$ cat src/rtl/psum_accumulator.sv
// psum_accumulator: accumulates PE partial sums per output pixel and
// requantizes (round-half-up, shift, saturate) to int8. Option: PSUM_RELU_EN.
module psum_accumulator #(
    parameter int PSUM_W = 25,
    parameter int ACC_W  = 32,
    parameter int SHIFT  = 8,
    parameter int CNT_W  = 8
) (
    input  logic              clk,
    input  logic              rst_n,
    input  logic [PSUM_W-1:0] p_sum,
    input  logic              in_valid,
    input  logic              in_last,
    output logic              in_ready,
    output logic [7:0]        ofm_out,
    output logic              out_valid,
    input  logic              out_ready,
    output logic [CNT_W-1:0]  beat_cnt,
    output logic              acc_ovf
);

    localparam int EXT_W = ACC_W - PSUM_W;

    // Half of one output LSB; zero when no shift is applied.
    localparam logic signed [ACC_W:0] RND =
        ({{ACC_W{1'b0}}, 1'b1} << SHIFT) >> 1;

    localparam logic signed [ACC_W:0] MAX8 = 127;
    localparam logic signed [ACC_W:0] MIN8 = -128;

    typedef enum logic {
        EMPTY = 1'b0,
        FULL  = 1'b1
    } state_t;

    state_t state;
    state_t state_next;

    logic [ACC_W-1:0]        acc;
    logic [ACC_W-1:0]        psum_ext;
    logic [ACC_W-1:0]        base;
    logic [ACC_W-1:0]        sum;
    logic                    first;
    logic                    accept;
    logic                    last_acc;
    logic                    ovf;
    logic signed [ACC_W:0]   rnd_sum;
    logic signed [ACC_W:0]   rnd_val;
    logic [7:0]              sat8;
    logic [7:0]              q8;

    // Output slot state is the only control state; out_valid mirrors it.
    assign out_valid = (state == FULL);
    assign in_ready  = !out_valid || out_ready;
    assign accept    = in_valid && in_ready;
    assign last_acc  = accept && in_last;

    assign first    = (beat_cnt == '0);
    assign psum_ext = {{EXT_W{p_sum[PSUM_W-1]}}, p_sum};
    assign base     = first ? '0 : acc;
    assign sum      = base + psum_ext;

    // Signed overflow: like-signed operands giving an opposite-signed sum.
    assign ovf = (base[ACC_W-1] == psum_ext[ACC_W-1]) &&
                 (sum[ACC_W-1] != base[ACC_W-1]);

    // Rounding is done one bit wider so the half-LSB add never wraps.
    assign rnd_sum = $signed({sum[ACC_W-1], sum}) + RND;
    assign rnd_val = rnd_sum >>> SHIFT;

    // Clamp the rounded value to the int8 range, then apply optional ReLU.
    always_comb begin
        sat8 = rnd_val[7:0];
        if (rnd_val > MAX8) begin
            sat8 = 8'h7F;
        end else if (rnd_val < MIN8) begin
            sat8 = 8'h80;
        end
`ifdef PSUM_RELU_EN
        q8 = sat8[7] ? 8'h00 : sat8;
`else
        q8 = sat8;
`endif
    end

    // Output slot state register.
    always_ff @(posedge clk) begin
        if (!rst_n) begin
            state <= EMPTY;
        end else begin
            state <= state_next;
        end
    end

    // Slot fills on an accepted last beat and empties on a drain with no refill.
    always_comb begin
        state_next = state;
        unique case (state)
            EMPTY: begin
                if (last_acc) begin
                    state_next = FULL;
                end
            end
            FULL: begin
                if (out_ready && !last_acc) begin
                    state_next = EMPTY;
                end
            end
            default: state_next = EMPTY;
        endcase
    end

    // Accumulator and beat counter; a last beat closes the pixel.
    always_ff @(posedge clk) begin
        if (!rst_n) begin
            acc      <= '0;
            beat_cnt <= '0;
        end else if (accept) begin
            if (in_last) begin
                acc      <= '0;
                beat_cnt <= '0;
            end else begin
                acc      <= sum;
                beat_cnt <= beat_cnt + CNT_W'(1);
            end
        end
    end

    // Sticky overflow flag, cleared only by reset.
    always_ff @(posedge clk) begin
        if (!rst_n) begin
            acc_ovf <= 1'b0;
        end else if (accept && ovf) begin
            acc_ovf <= 1'b1;
        end
    end

    // Result register; held while the slot is full and stalled.
    always_ff @(posedge clk) begin
        if (!rst_n) begin
            ofm_out <= '0;
        end else if (last_acc) begin
            ofm_out <= q8;
        end
    end

endmodule

$ cat config.mk
export PLATFORM = sky130hd
export DESIGN_NAME = psum_accumulator
export DESIGN_NICKNAME = d
export VERILOG_FILES = /design/src/rtl/psum_accumulator.sv
export SDC_FILE = /design/constraint.sdc
export NUM_CORES = 1
export LEC_CHECK = 0
export CAP_MARGIN = 20
export CORE_MARGIN = 8
export CORE_UTILIZATION = 59
export DETAILED_ROUTE_END_ITERATION = 16
export HOLD_SLACK_MARGIN = 0.15
export PLACE_DENSITY = 0.81
export SLEW_MARGIN = 20
export SYNTH_ARGS = -nofsm -noshare
export SYNTH_HDL_FRONTEND = slang
export SYNTH_SLANG_ARGS = --single-unit
$ cat constraint.sdc
create_clock -name clk -period 5.4 [get_ports clk]
set_clock_uncertainty 0.1 [all_clocks]
set_input_delay 0.54 -clock clk [delete_from_list [all_inputs] [get_ports clk]]
set_output_delay 0.54 -clock clk [all_outputs]
set_load 0.005 [all_outputs]
==> results of run 1 <==
[through the flow]
stage / setup WS, ps / total power (uW)
floorplan: 378 / 573
finish: 117 / 924
CTS: 30.3 / 907
detailed placement: 109 / 666
global route: -126 / 963
global placement: 175 / 660
[area by class of cell]
type,instances,area [um^2]
well taps,108,135
fillers,707,2480
inverters,9,33.8
flip-flops and latches,50,1000
clock inverters,3,26.3
clock buffers,5,68.8
multi-input cells,577,4100
repair buffers,83,747
[cell usage in the layout, fill, tap and decap left out, types with 22 or more instances in the layout]
master,count
nand2_1,56
dfxtp_1,48
clkdlybuf4s50_1,48
a21oi_1,47
and2_1,43
nor2_1,41
nor2b_1,36
buf_4,34
ha_1,30
o21ai_0,27
a22oi_1,26
nor3_1,22
nand3_1,22
[how the worst max path moves through the flow]
stage	start	endpoint	slack (ps)	cells after the start
5_1_grt	beat_cnt[1]$_SDFFE_PN0P_	ofm_out[0]$_SDFFE_PN0P_	-130	21
3_5_place_dp	beat_cnt[0]$_SDFFE_PN0P_	ofm_out[6]$_SDFFE_PN0P_	110	19
2_1_floorplan	beat_cnt[0]$_SDFFE_PN0P_	ofm_out[0]$_SDFFE_PN0P_	380	21
3_3_place_gp	beat_cnt[0]$_SDFFE_PN0P_	ofm_out[4]$_SDFFE_PN0P_	180	19
4_1_cts	beat_cnt[0]$_SDFFE_PN0P_	ofm_out[0]$_SDFFE_PN0P_	30	19
6_report	beat_cnt[0]$_SDFFE_PN0P_	ofm_out[0]$_SDFFE_PN0P_	120	20
[critical path, cell delays in order, from the launching register on]
cell and delay (ps):
dfxtp_2 360, inv_1 60, ha_1 130, nor4b_1 230, nand2_1 120, buf_4 220
and2_1 210, ha_2 450, nand4_1 260, nor3_1 440, o211ai_1 210, nor3b_1 230
xnor2_1 270, and4b_2 340, nand4_1 110, buf_4 180, nor3_2 220, nand3_1 130
xor2_1 190, o41ai_4 490, o221a_1 270
[cells by family after synthesis]
family,share of synthesized area
AOI/OAI and AO/OA,0.308
xor gates and xnor gates,0.0495
adders and majority gates,0.0868
buffers and inverters,0.0356
DFF,0.195
muxes,0.00415
and+or+nand+nor,0.320
[power by group]
| part | total [uW] | internal, uW | switching (uW) |
|---|---|---|---|
| clock network | 247 | 95.8 | 151 |
| registers | 392 | 384 | 8.93 |
| logic | 284 | 122 | 162 |
| total | 924 | 601 | 322 |
[per-layer routing]
layer / up-vias / wire [um] / share of wire
met5: - / 0 / 0
met4: 0 / 805 / 0.051
met3: 60 / 942 / 0.060
met2: 225 / 7670 / 0.48
met1: 2603 / 6410 / 0.40
li1: 2637 / - / -
[state kept, by name, indices dropped and copies added (netlist names)]
register / count
out_valid: 1
acc_ovf: 1
beat_cnt: 8
ofm_out: 8
acc: 32
[what timing repair did]
action / CTS / global route
hold endpoints to repair: 0 / 0
buffers inserted: 0 / 7
gates cloned: 0 / 0
gates resized for setup: 1 / 32
endpoints found under the setup margin: 7 / 7
pin swaps: 0 / 8
==> results.cfg, run 1 <==
[critical_path]
crit_fanout = 19
start_kind = register
r2r_start = beat_cnt[0]$_SDFFE_PN0P_
cp.arrival_ps = 5460
r2r_slack_ps = 120
cp_data_required_time_ps = 5580
rr_worst_depth = 20
crit_path_end_kind = register
path_class = register to register
r2r_end = ofm_out[0]$_SDFFE_PN0P_

[timing]
whs_ps = 374
period_share = 0.978
max_freq_mhz = 189
slew_headroom = 0.572
finalSetupTns_ps = 0
hold_violations = 0
slew_violations = 0
setup-violations-final = 0
finalCriticalPeriod_ps = 5280
worst_pin_slew_ps = 643

[die]
die_area_mm2 = 0.0119
die_w_um = 109
row_count = 34
start_util = 0.597
io_pins = 49
die_h_um = 109
core-area_mm2 = 0.00859

[synthesis]
synth-seq-cells = 50
yosys.area.top_type = dfxtp_1
synth_top_area_share = 0.195
synthesis.area_mm2 = 0.00513
ys_warn_count = 0
synthTopCellsByArea = dfxtp_1, ha_1, and2_1
synth-edff-count = 0
synthFlopType = dfxtp_1
syn_avg_cell_area_um2 = 7.64
yosysMostFrequentCell = nand2_1
synthArstFlopShare = 0
synth_nets = 737
yosysUniqueCellTypes = 78
syn_inst = 672
yosys-top-cells-count = nand2_1, dfxtp_1, a21oi_1
synth-seq-area-share = 0.195

[routing]
wire_per_inst_um = 19.0
drt-pass1-iter-count = 5
wirelength_mm = 15.8
vias = 5525
route.detailed.drc = 0
drtIter0Drc = 395
viasPerCell = 6.62
ant_nets = 0

[clock_network]
cts_hold_buf = 0
cts_sinks = 50
path_clk_slew_ps = 110
cts_buffer_depth = 2
cts_buffers = 5
h-tree-depth = 2
tritoncts = yes
clock-root-buffer = clkbuf_8
clk-insertion-delay-late_ps = 330

[global_route]
use_met3 = 0.0319
antenna_found_initial = 0
use_met1 = 0.313
top_usage_layer = met2
grt_pass1_wl_mm = 25.2
grt_max_degree = 41
gr-total-overflow = 0
grt_pass1_vias = 5222
grt_usage = 0.259
grtUsageMet2 = 0.437

[placement]
dp_hpwl_mm = 11.9
io_buffers = 48
globalplace.congestion = 0.942
dp_cells = 820
place_area_mm2 = 0.00581

[finish]
antennaDiodeCount = 0
final_area_mm2 = 0.00611
drive_gt1_frac = 0.135
fin_util = 0.711
final_cells = 835
final_nets = 791
area_delta_synth_final_pct = 19.1

[run_status]
status = complete, no violations

[worst_hold_path]
hold_depth = 1
hold_end = acc_ovf$_SDFFE_PN0P_
hold_class = register to register
worstHoldStart = acc_ovf$_SDFFE_PN0P_

[pwr]
peakVddDrop_uv = 138
power-per-cell-area_mw_per_mm2 = 151
p_leak_uw = 0.00235

[run]
max-cap-violations = 0
Power figures use the tool's default switching activity.
==> run 2: changes to the inputs <==
GPL_TIMING_DRIVEN = 0   (was not set)
==> run 2 against run 1 <==
Net effect:
- sequential cell count stayed put
- largest cell class unchanged
- utilization up 2.8 points
- fmax is 0.14% higher
==> results.cfg, run 2 (synthesized netlist as in run 1, its figures left out) <==
[run_status]
status = complete, no violations

[placement]
dp_hpwl_mm = 11.6
dp_cells = 827
pre_cts_ws_ps = -837
globalplace.congestion = 0.927
io_buffers = 47

[timing]
period_share = 0.977
hold_violations = 0
finalCriticalPeriod_ps = 5280
slew_headroom = 0.446
setup_slack_ps = 124
worst_pin_slew_ps = 828
finalSetupTns_ps = 0
max_freq_mhz = 190
setup-violations-final = 0
rsz0062_at_grt = false
slew_violations = 0

[global_route]
grt_pass1_vias = 5300
use_met1 = 0.305
antenna_found_initial = 0
grt_max_degree = 19
top_usage_layer = met2
gr-total-overflow = 0
grtUsageMet2 = 0.453
grt_usage = 0.255
grt_pass1_wl_mm = 24.9
use_met3 = 0.0402

[finish]
final_cells = 861
area_delta_synth_final_pct = 23.9
largestRegisters = acc: 32 flops, beat_cnt: 8 flops, ofm_out: 8 flops
final_cell_mix = nand2_1, dfxtp_1, clkdlybuf4s50_1, and2_1, nor2_1
final_nets = 817
n_fill_cell = 682
antennaDiodeCount = 0
largest_register = acc
drive_gt1_frac = 0.165
final_common_cell = nand2_1
fin_util = 0.740
largest_reg_flops = 32

[critical_path]
crit_buf_inv = 5
path_class = register to register
cpMaxStageDelayCell = or4_4
cp.arrival_ps = 5430
path_cells = inv_1 -> ha_1 -> nor4b_2 -> nand2_2 -> buf_6 -> and2_1 -> ha_1 -> inv_1 -> fa_1 -> nand2b_4 -> a21o_1 -> a2111oi_4 -> buf_6 -> nor4_2 -> a311oi_4 -> and2_4 -> nand3_4 -> or4_4 -> o211ai_2 -> o211ai_4 -> o41ai_4 -> buf_4 -> o221a_1
path_delay_family = compound AO/OA/AOI/OAI gates
crit_path_end_kind = register
crit_fanout = 7
cp_data_required_time_ps = 5560
cpPeakStageDelay_ps = 550
start_kind = register

[pwr]
power-per-cell-area_mw_per_mm2 = 148
p_leak_uw = 0.00246
fin_total_pwr_uw = 940
peakVddDrop_uv = 140

[routing]
viasPerCell = 6.57
vias = 5656
drt-pass1-iter-count = 7
wirelength_mm = 16.3
route.detailed.drc = 0
drtIter0Drc = 481
wire_per_inst_um = 18.9
ant_nets = 0

[clock_network]
clock-root-buffer = clkbuf_8
path_clk_slew_ps = 110
tritoncts = yes
clk-insertion-delay-late_ps = 320
cts_buffers = 5
h-tree-depth = 2
cts_sinks = 50
cts_buffer_depth = 2

[die]
die_area_mm2 = 0.0119
row_count = 34
core-area_mm2 = 0.00859
io_pins = 49
start_util = 0.597
die_h_um = 109
die_w_um = 109

[run]
max-cap-violations = 0

[worst_hold_path]
hold_class = register to register
## run 2: cell types whose count changed in the layout (fill, tap and decap cells not counted), sizes merged
cell           before  now
buf                35   39
clkdlybuf4s50      48   47
clkbuf              5   28
## run 2: cell type report
type,count,area [um^2],share of cell area
Clock inverter,3,28.8,0.00453
Tap cell,108,135,0.0213
Multi-Input combinational cell,577,4240,0.667
Clock buffer,5,68.8,0.0108
Timing Repair Buffer,75,682,0.107
Buffer,34,160,0.0252
Sequential cell,50,1010,0.158
Inverter,9,33.8,0.00531
## run 2: where the power goes
| part | internal (uW) | total [uW] | switching (uW) |
|---|---|---|---|
| logic | 128 | 301 | 173 |
| clock network | 97.3 | 246 | 149 |
| registers | 383 | 392 | 9.17 |
## run 2: per-stage QoR
| stage | cell area [um^2] | hold slack [ps] |
|---|---|---|
| CTS | 6060 | 390 |
| floorplan | 5130 | 336 |
| detailed placement | 5740 | 362 |
| finish | 6360 | 384 |
| global placement | 5740 | 347 |
| global route | 6360 | 401 |
## run 2: final timing paths
path | to | slack (ps) | startpoint | cells after the start
worst min-delay path | acc_ovf$_SDFFE_PN0P_ | 380 | acc_ovf$_SDFFE_PN0P_ | 1
worst max register to register | ofm_out[0]$_SDFFE_PN0P_ | 120 | beat_cnt[0]$_SDFFE_PN0P_ | 23
worst max-delay path | ofm_out[0]$_SDFFE_PN0P_ | 120 | beat_cnt[0]$_SDFFE_PN0P_ | 23
worst min register to register | acc_ovf$_SDFFE_PN0P_ | 380 | acc_ovf$_SDFFE_PN0P_ | 1
## run 2: what timing repair did
| item | 4_1_cts | 5_1_grt |
|---|---|---|
| gates cloned | 0 | 1 |
| hold buffers | 0 | 0 |
| setup endpoints to repair | 8 | 7 |
| buffers inserted | 13 | 14 |
| resized for setup | 25 | 47 |
| pin swaps | 7 | 19 |
## run 2: routing by layer
metal | up-vias | routed length (um)
li1 | 2671 | -
met1 | 2667 | 6640
met2 | 256 | 8010
met3 | 62 | 1110
met4 | 0 | 493
met5 | - | 0
## run 2: worst reg2reg max path, cell delays in order (launching register included)
cell and delay [ps]:
dfxtp_4 400, inv_1 50, ha_1 190, nor4b_2 160, nand2_2 150, buf_6 150, and2_1 120, ha_1 190
inv_1 70, fa_1 410, nand2b_4 180, a21o_1 210, a2111oi_4 370, buf_6 190, nor4_2 70, a311oi_4 370
and2_4 230, nand3_4 100, or4_4 550, o211ai_2 100, o211ai_4 110, o41ai_4 370, buf_4 210, o221a_1 180
